===== config.mk =====
export PLATFORM = sky130hd
export DESIGN_NAME = snap_playback_reader
export DESIGN_NICKNAME = d
export VERILOG_FILES = /design/src/rtl/snap_playback_reader.sv
export SDC_FILE = /design/constraint.sdc
export NUM_CORES = 1
export LEC_CHECK = 0
export CAP_MARGIN = 10
export CORE_MARGIN = 2
export CORE_UTILIZATION = 23
export CTS_BUF_LIST = sky130_fd_sc_hd__clkbuf_2 sky130_fd_sc_hd__clkbuf_4 sky130_fd_sc_hd__clkbuf_8
export CTS_CLUSTER_DIAMETER = 30
export CTS_CLUSTER_SIZE = 14
export DETAILED_ROUTE_END_ITERATION = 12
export GPL_TIMING_DRIVEN = 0
export PLACE_DENSITY = 0.54
export SLEW_MARGIN = 20
export SYNTH_ARGS = -nofsm -noshare
export SYNTH_HDL_FRONTEND = slang
export SYNTH_SLANG_ARGS = --single-unit
export TNS_END_PERCENT = 10

===== constraint.sdc =====
create_clock -name clk -period 8 [get_ports clk]
set_input_delay 1.6 -clock clk [delete_from_list [all_inputs] [get_ports clk]]
set_output_delay 1.6 -clock clk [all_outputs]
set_load 0.05 [all_outputs]

===== src/rtl/snap_playback_reader.sv =====
// Purpose: reads a snapshot/playback BRAM in address order and streams the words out, one-shot or looped.
// Latency: start to first m_valid is 3 cycles; sustains 1 word/cycle while m_ready stays high.
// Backpressure: at most 2 reads run ahead of the consumer, held in a 2-entry skid FIFO; stalls hold m_data.
module snap_playback_reader #(
    parameter int DWIDTH  = 128,
    parameter int AWIDTH  = 10,
    parameter int LCWIDTH = 16
) (
    input  logic               clk,
    input  logic               rst_n,
    input  logic               start,
    input  logic               stop,
    input  logic [AWIDTH:0]    length,
    input  logic               loop_en,
    output logic               bram_en_a,
    output logic               bram_we,
    output logic [AWIDTH-1:0]  bram_addr,
    output logic [DWIDTH-1:0]  bram_wr_data,
    input  logic [DWIDTH-1:0]  bram_rd_data,
    output logic [DWIDTH-1:0]  m_data,
    output logic               m_valid,
    input  logic               m_ready,
    output logic               busy,
    output logic               done,
    output logic [LCWIDTH-1:0] loop_count
);

    typedef enum logic [1:0] {
        ST_IDLE  = 2'd0,
        ST_RUN   = 2'd1,
        ST_DRAIN = 2'd2
    } state_t;

    state_t               state_q, state_d;
    logic [AWIDTH:0]      len_q, len_d;
    logic                 loop_q, loop_d;
    logic [AWIDTH-1:0]    addr_q, addr_d;
    logic [AWIDTH:0]      issued_q, issued_d;
    logic [LCWIDTH-1:0]   lc_q, lc_d;
    logic                 done_q, done_d;

    // Skid FIFO: head_q always drives m_data; tail_q only fills while the head is stalled.
    logic                 inflight_q, inflight_d;
    logic [1:0]           cnt_q, cnt_d;
    logic [DWIDTH-1:0]    head_q, head_d;
    logic [DWIDTH-1:0]    tail_q, tail_d;

    logic                 pop;
    logic [1:0]           occ_nxt;
    logic                 issue;

    // Occupancy after this edge (FIFO plus returning read, minus the word leaving); gates read issue.
    always_comb begin
        pop     = (cnt_q != 2'd0) & m_ready;
        occ_nxt = cnt_q + {1'b0, inflight_q} - {1'b0, pop};
        issue   = (state_q == ST_RUN) & ~stop & (occ_nxt < 2'd2);
    end

    // Playback control: length/loop capture, address walk, pass counting and termination.
    always_comb begin
        state_d  = state_q;
        len_d    = len_q;
        loop_d   = loop_q;
        addr_d   = addr_q;
        issued_d = issued_q;
        lc_d     = lc_q;
        done_d   = 1'b0;
        case (state_q)
            ST_IDLE: begin
                // A start landing on the done cycle belongs to the run that just ended.
                if (start && !done_q) begin
                    len_d    = (length == '0) ? {1'b1, {AWIDTH{1'b0}}} : length;
                    loop_d   = loop_en;
                    addr_d   = '0;
                    issued_d = '0;
                    lc_d     = '0;
                    state_d  = ST_RUN;
                end
            end
            ST_RUN: begin
                if (stop) begin
                    state_d = ST_DRAIN;
                end else if (issue) begin
                    addr_d   = addr_q + 1'b1;
                    issued_d = issued_q + 1'b1;
                    if ((issued_q + 1'b1) == len_q) begin
                        lc_d = lc_q + 1'b1;
                        if (loop_q) begin
                            addr_d   = '0;
                            issued_d = '0;
                        end else begin
                            state_d = ST_DRAIN;
                        end
                    end
                end
            end
            ST_DRAIN: begin
                // No reads are issued here, so occ_nxt == 0 means the final word is leaving now.
                if (occ_nxt == 2'd0) begin
                    done_d  = 1'b1;
                    state_d = ST_IDLE;
                end
            end
            default: state_d = ST_IDLE;
        endcase
    end

    // Skid FIFO update: capture every returning read, shift tail to head on a pop.
    always_comb begin
        inflight_d = issue;
        cnt_d      = occ_nxt;
        head_d     = head_q;
        tail_d     = tail_q;
        case ({inflight_q, pop})
            2'b10: begin
                if (cnt_q == 2'd0) head_d = bram_rd_data;
                else               tail_d = bram_rd_data;
            end
            2'b01: head_d = tail_q;
            2'b11: begin
                if (cnt_q == 2'd1) begin
                    head_d = bram_rd_data;
                end else begin
                    head_d = tail_q;
                    tail_d = bram_rd_data;
                end
            end
            default: ;
        endcase
    end

    // State and datapath registers.
    always_ff @(posedge clk or negedge rst_n) begin
        if (!rst_n) begin
            state_q    <= ST_IDLE;
            len_q      <= '0;
            loop_q     <= 1'b0;
            addr_q     <= '0;
            issued_q   <= '0;
            lc_q       <= '0;
            done_q     <= 1'b0;
            inflight_q <= 1'b0;
            cnt_q      <= 2'd0;
            head_q     <= '0;
            tail_q     <= '0;
        end else begin
            state_q    <= state_d;
            len_q      <= len_d;
            loop_q     <= loop_d;
            addr_q     <= addr_d;
            issued_q   <= issued_d;
            lc_q       <= lc_d;
            done_q     <= done_d;
            inflight_q <= inflight_d;
            cnt_q      <= cnt_d;
            head_q     <= head_d;
            tail_q     <= tail_d;
        end
    end

    // The fabric port is read-only from this side.
    always_comb begin
        bram_en_a    = issue;
        bram_we      = 1'b0;
        bram_addr    = addr_q;
        bram_wr_data = '0;
        m_data       = head_q;
        m_valid      = (cnt_q != 2'd0);
        busy         = (state_q != ST_IDLE);
        done         = done_q;
        loop_count   = lc_q;
    end

endmodule


==> results of run 1 <==
[logic make-up (layout without fill, tap and decap cells)]
kind of cell             after synthesis  after routing  share of synthesized area
adder cells (fa/ha/maj)                5              5                    0.00431
buffers and inverters                222            686                     0.0925
multiplexers                         195            195                      0.146
AO/OA/AOI/OAI                        224            224                      0.105
AND/OR/NAND/NOR                      364            364                      0.107
flip-flops                           311            311                      0.536
other                                  1            132                   0.000258
XOR/XNOR                              15             15                    0.00956
[sequential cells by signal, indices dropped and copies added (netlist names)]
register	count
state_q	2
len_q	11
inflight_q	1
done	1
loop_count	16
issued_q	11
m_data	128
tail_q	128
bram_addr	10
cnt_q	2
loop_q	1
[tightest hold or removal path: cells and delay by family (launching register included)]
kind	cells	cell delay, ns
compound gates	1	0.06
flops	1	0.33
simple gates	1	0.05
[path summary, 6_finish.rpt]
kind | start | end | slack (ns) | depth (start not counted)
worst max-delay path | m_ready | bram_en_a | 0.92 | 13
worst min-delay path | tail_q[44] | m_data[44] | 0.47 | 2
max in group asynchronous | rst_n | m_data[75] | 5.82 | 3
worst max register to register | cnt_q[1] | issued_q[3] | 4.24 | 15
worst min register to register | tail_q[44] | m_data[44] | 0.47 | 2
min in group asynchronous | rst_n | bram_addr[0] | 0.84 | 1
[through the flow]
step                area [um^2]  total power [mW]  hold WS (ns)  setup WS, ns  utilization
CTS                       21400              9.36         0.477         0.910        0.340
global route              21400              9.77         0.492         0.713        0.341
floorplan                 15000              5.29         0.456          2.47            -
finish                    21400              9.22         0.475         0.918        0.341
global placement          19100              6.59         0.461         -8.69        0.304
detailed placement        19200              6.67         0.469         0.924        0.306
[layer usage]
metal,vias to the layer above,wire length (um)
li1,5502,-
met1,5586,18300
met2,360,21200
met3,91,3370
met4,8,1310
met5,-,60
[area by class of cell]
| type | instances | area (um^2) |
|---|---|---|
| inverters | 12 | 45.0 |
| flip-flops and latches | 311 | 7780 |
| diodes | 3 | 7.51 |
| clock buffers | 131 | 1670 |
| well taps | 846 | 1060 |
| clock inverters | 28 | 512 |
| fillers | 6378 | 41400 |
| plain buffers | 210 | 1300 |
| repair buffers | 305 | 3110 |
| multi-input cells | 932 | 5880 |
[Yosys cell counts (5+ instances only)]
| cell type | count |
|---|---|
| a22oi_1 | 65 |
| a31oi_1 | 28 |
| and2_1 | 5 |
| and3_1 | 17 |
| buf_1 | 12 |
| buf_2 | 8 |
| buf_4 | 129 |
| clkbuf_1 | 58 |
| dfrtp_1 | 311 |
| ha_1 | 5 |
| inv_1 | 11 |
| mux2_2 | 129 |
| mux2i_1 | 66 |
| nand2_1 | 263 |
| nand3_1 | 12 |
| nor2_1 | 26 |
| nor3_1 | 9 |
| nor4_1 | 5 |
| o211ai_1 | 6 |
| o21ai_0 | 79 |
| o31ai_1 | 6 |
| xnor2_1 | 7 |
| xor2_1 | 7 |
[power by group]
group	leakage, nW	total (mW)	internal, mW	switching [mW]
logic	4.94	3.92	1.40	2.51
clock network	1.14	2.62	1.78	0.835
registers	3.86	2.69	2.29	0.400
total	9.95	9.22	5.47	3.75
[layout by cell type, fill, tap and decap left out, types with 28 or more instances in the layout]
master	netlist	layout
a22oi_1	65	65
a31oi_1	28	28
buf_4	129	129
clkbuf_1	58	57
clkbuf_8	0	110
clkdlybuf4s50_1	0	301
conb_1	1	129
dfrtp_1	311	311
mux2_2	129	129
mux2i_1	66	66
nand2_1	263	263
o21ai_0	79	78
==> metrics.yaml, run 1 <==
timing:
  finalHoldViolations: 0
  rsz0062_at_grt: "false"
  tightestPinTransition_ns: 0.960
  setup_tns_ns: 0
  fin_skew_ns: 0.0256
  fin_crit_ns: 7.08
  slew_headroom: 0.360
  final-max-slew-violation-count: 0
  finalSetupViolations: 0
  clock.fmax_mhz: 141
  timing.final.crit_share: 0.885
route:
  drt_iter0_markers: 598
  routed_wirelength_um: 44200
  avgViaCountPerCell: 4.16
  route.vias.total: 11500
  drcViolationCount: 0
  avgRoutedWirePerCell_um: 15.9
  dr.pass1.iters: 5
  ant_nets: 0
clock_tree:
  clockBufferDepth: 3
  numCtsBuffers: 89
  cts-resized-gates: 0
  cts_hold_buf: 0
  cts_htree_levels: 3
  cts_tree: "built"
  clk_pin_slew_ns: 0.05
  cts_sinks: 311
  clock_latency_ns: 0.66
  ctsRootBufferMaster: "clkbuf_8"
  cts_setup_buffers: 0
synthesis:
  yosysTopAreaCell: "dfrtp_1"
  synth_edf_count: 0
  yosys_register_bits: 311
  yosysUniqueCellTypes: 66
  yosys_warnings: 0
  synth_top_area_share: 0.536
  avgSynthCellArea_um2: 10.9
  synthCells: 1337
  syn-cell-area_mm2: 0.0145
  synth_area_leaders: "dfrtp_1, mux2_2, nand2_1"
  ys_seq_area_frac: 0.536
  synth_top_flop_cell: "dfrtp_1"
  ys_async_sr_fraction: 1.00
global_routing:
  grt-busiest-layer: "met2"
  grt_max_degree: 94
  grt_pass1_vias: 11800
  overflow: 0
  use_met3: 0.0443
  met1_usage: 0.155
  met2_usage: 0.217
  antenna_found_initial: 7
  grt_first_pass_wirelength_um: 66600
  grtUsageTotal: 0.132
worst_setup_path:
  critPathArrivalTime_ns: 5.48
  slowest_delay_ns: 0.91
  path_buf_inv: 7
  cp_cell_sequence: "clkdlybuf4s50_1 > and2_1 > ha_1 > inv_1 > ha_1 > xnor2_1 > xnor2_1 > or3_1 > buf_2 > inv_2 > buf_2 > buf_1 > clkdlybuf4s50_1"
  cp.required_ns: 6.40
  critical_path.endpoint_type: "output pin"
  setup.worst_path.class: "in -> out"
  critPathSlowestCell: "clkdlybuf4s50_1"
  start_kind: "input pin"
  cp_max_fo: 11
  crit_family: "buffers and inverters"
floorplan:
  dieWidth_um: 255
  rows: 92
  io_pins: 432
  start_util: 0.231
  die-area_mm2: 0.0652
  die_h_um: 255
  core_area_mm2: 0.0627
cells_and_area:
  layout-drive-gt1-share: 0.231
  area_delta_synth_final_pct: 47.1
  finalNonFillerCells: 2778
  nNetsFinal: 2011
outcome:
  run_status: "complete, no violations"
placed_design:
  place_inst: 2616
  io_buffer_count: 302
  gp_congestion: 0.809
  dpl.hpwl_um: 31300
power:
  power_leakage_nw: 9.95
  power.density_mw_per_mm2: 432
  max-vdd-ir-drop_uv: 246
flow_run:
  max_cap_violations: 0
worst_hold_path:
  worstHoldPathType: "reg -> reg"
No activity file was read; power rests on OpenSTA's default activity.
==> run 2: changes to the inputs <==
--- a/config.mk
+++ b/config.mk
@@ -7,13 +7,13 @@
 export LEC_CHECK = 0
 export CAP_MARGIN = 10
 export CORE_MARGIN = 2
-export CORE_UTILIZATION = 23
+export CORE_UTILIZATION = 35
 export CTS_BUF_LIST = sky130_fd_sc_hd__clkbuf_2 sky130_fd_sc_hd__clkbuf_4 sky130_fd_sc_hd__clkbuf_8
 export CTS_CLUSTER_DIAMETER = 30
 export CTS_CLUSTER_SIZE = 14
 export DETAILED_ROUTE_END_ITERATION = 12
 export GPL_TIMING_DRIVEN = 0
-export PLACE_DENSITY = 0.54
+export PLACE_DENSITY = 0.71
 export SLEW_MARGIN = 20
 export SYNTH_ARGS = -nofsm -noshare
 export SYNTH_HDL_FRONTEND = slang
==> constraint.sdc (replaced) <==
create_clock -name clk -period 9 [get_ports clk]
set_input_delay 1.8 -clock clk [delete_from_list [all_inputs] [get_ports clk]]
set_output_delay 1.8 -clock clk [all_outputs]
set_load 0.05 [all_outputs]
==> run 2 against run 1 <==
Final area shrank 3.8%. Register-to-register slack gained 1.1 ns. Critical path depth unchanged. Clock skew decreased by 0.0077 ns. Cell count decreased by 12%. Clock power shrank 26%. Sequential cell count unchanged. Non-clock buffer count unchanged. Combinational power decreased by 11%. Power decreased by 15%. Largest power group unchanged.
==> metrics.yaml, run 2 (synthesized netlist as in run 1, its figures left out) <==
floorplan:
  die_h_um: 208  # -19%
  die-area_mm2: 0.0431  # -34%
  io_pins: 432  # unchanged
  dieWidth_um: 208  # -19%
  core_area_mm2: 0.0409  # -35%
  start_util: 0.355  # +0.123
  rows: 74  # -20%
clock_tree:
  cts-resized-gates: 0  # unchanged
  cts_tree: "built"
  cts_setup_buffers: 0  # unchanged
  clk_pin_slew_ns: 0.06  # about the same
  cts_hold_buf: 0  # unchanged
  ctsRootBufferMaster: "clkbuf_8"
  cts_htree_levels: 3  # unchanged
  numCtsBuffers: 73  # -18%
  cts_sinks: 311  # unchanged
  clockBufferDepth: 3  # unchanged
  clock_latency_ns: 0.60  # -0.06 ns
global_routing:
  antenna_found_initial: 7  # unchanged
  met2_usage: 0.314  # +0.0974
  grt_pass1_vias: 11800  # +0.19%
  grt_first_pass_wirelength_um: 65100  # -2.3%
  use_met3: 0.0525  # +0.00816
  grt-busiest-layer: "met2"
  met1_usage: 0.232  # +0.0775
  grt_max_degree: 101  # +7.4%
  overflow: 0  # unchanged
  grtUsageTotal: 0.189  # +0.0569
power:
  power_leakage_nw: 9.69  # -2.6%
  clkPwrFrac: 0.249  # -0.035
  p_total_mw: 7.80  # -15%
  intPower_mw: 4.53  # -17%
  power.density_mw_per_mm2: 380  # -12%
  power_frac_comb: 0.445  # +0.020
  max-vdd-ir-drop_uv: 234  # -5.0%
  swShare: 0.420  # +0.0130
  switching_power_mw: 3.27  # -13%
  power_frac_seq: 0.307  # +0.016
timing:
  tightestPinTransition_ns: 0.963  # +0.00329 ns
  fin_skew_ns: 0.0179  # -0.00774 ns
  final-max-slew-violation-count: 0  # unchanged
  slew_headroom: 0.358  # -0.00220
  finalHoldViolations: 0  # unchanged
  clock.fmax_mhz: 133
  rsz0062_at_grt: "false"
  fin_crit_ns: 7.53
  finalSetupViolations: 0  # unchanged
  whs_ns: 0.476  # +0.000996 ns
  setup_tns_ns: 0  # unchanged
  timing.final.crit_share: 0.837
route:
  avgViaCountPerCell: 4.80  # +15%
  drt_iter0_markers: 617  # +3.2%
  dr.pass1.iters: 5  # unchanged
  avgRoutedWirePerCell_um: 17.0  # +7.2%
  route.vias.total: 11700  # +1.2%
  ant_nets: 0  # unchanged
  routed_wirelength_um: 41500  # -6.0%
  drcViolationCount: 0  # unchanged
worst_setup_path:
  cp_cell_sequence: "clkdlybuf4s50_1 > and2_1 > ha_1 > inv_1 > ha_1 > xnor2_1 > xnor2_1 > or3_1 > buf_2 > inv_2 > buf_2 > buf_1 > clkdlybuf4s50_1"
  cp_max_fo: 11  # unchanged
  reg2reg_depth: 15  # unchanged
  slowest_delay_ns: 0.92  # about the same
  critPathSlowestCell: "clkdlybuf4s50_1"
  setup.worst_path.class: "in -> out"
  rrSetupSlack_ns: 5.30  # +1.06 ns
  cp.required_ns: 7.20  # +0.80 ns
  critPathArrivalTime_ns: 5.73  # +0.25 ns
  critical_path.endpoint_type: "output pin"
  start_kind: "input pin"
cells_and_area:
  layout-drive-gt1-share: 0.219  # -0.0118
  layout_commonest_cell: "dfrtp_1"
  final_cell_mix: "dfrtp_1, clkdlybuf4s50_1, nand2_1"
  nNetsFinal: 1995  # -0.80%
  area_delta_synth_final_pct: 41.5
flow_run:
  max_cap_violations: 0  # unchanged
outcome:
  run_status: "complete, no violations"
placed_design:
  dpl.hpwl_um: 29500  # -5.7%
  io_buffer_count: 302  # unchanged
  gp_congestion: 0.859  # +6.1%
worst_hold_path:
  worstHoldPathType: "reg -> reg"
  holdPathStages: 2  # unchanged
==> run 2: cell types whose count changed in the layout (fill, tap and decap cells not counted), sizes merged <==
cell | before | now
clkbuf | 190 | 152
bufinv | 14 | 12
clkinv | 11 | 13
diode | 3 | 4
clkinvlp | 1 | 11
==> run 2: cell type report <==
| type | instances | area, um^2 |
|---|---|---|
| repair buffers | 305 | 3110 |
| multi-input cells | 932 | 5880 |
| clock inverters | 38 | 536 |
| inverters | 12 | 45.0 |
| plain buffers | 210 | 1300 |
| clock buffers | 93 | 1230 |
| well taps | 532 | 666 |
| diodes | 4 | 10.0 |
| fillers | 3701 | 20400 |
| flip-flops and latches | 311 | 7780 |
==> run 2: through the flow <==
step | setup slack (ns) | cells | utilization | cell area [um^2]
after global routing | 1.29 | 2437 | 0.502 | 20600
after global placement | -7.43 | 2299 | 0.457 | 18700
after floorplan | 3.07 | 1465 | - | 15000
after CTS | 1.53 | 2433 | 0.502 | 20500
final | 1.47 | 2437 | 0.502 | 20600
after detailed placement | 1.52 | 2302 | 0.459 | 18800
==> run 2: worst max-delay path, delay by kind of cell <==
family / cells / cell delay, ns
buffers and inverters: 7 / 2.48
adder cells (fa/ha/maj): 2 / 0.45
AND/OR/NAND/NOR: 2 / 0.60
XOR/XNOR: 2 / 0.39
==> run 2: power by group through the flow <==
stage	Clock (mW)	Combinational (mW)	Sequential, mW
2_1_floorplan	0	1.33	3.37
3_3_place_gp	0	3.42	2.38
3_5_place_dp	0	3.49	2.40
4_1_cts	1.99	3.50	2.39
5_1_grt	2.06	3.70	2.47
6_report	1.94	3.47	2.39
==> run 2: routing by layer <==
metal,share of wire,vias to the layer above
met3,0.072,69
met1,0.41,5753
met4,0.026,4
met5,0.00063,-
li1,-,5440
met2,0.49,425
==> run 2: path summary, 6_finish.rpt <==
kind | endpoint | start
max in group asynchronous | tail_q[72] | rst_n
worst max register to register | loop_count[7] | cnt_q[1]
worst max-delay path | bram_en_a | m_ready
min in group asynchronous | bram_addr[2] | rst_n
worst min register to register | m_data[25] | tail_q[25]
worst min-delay path | m_data[25] | tail_q[25]
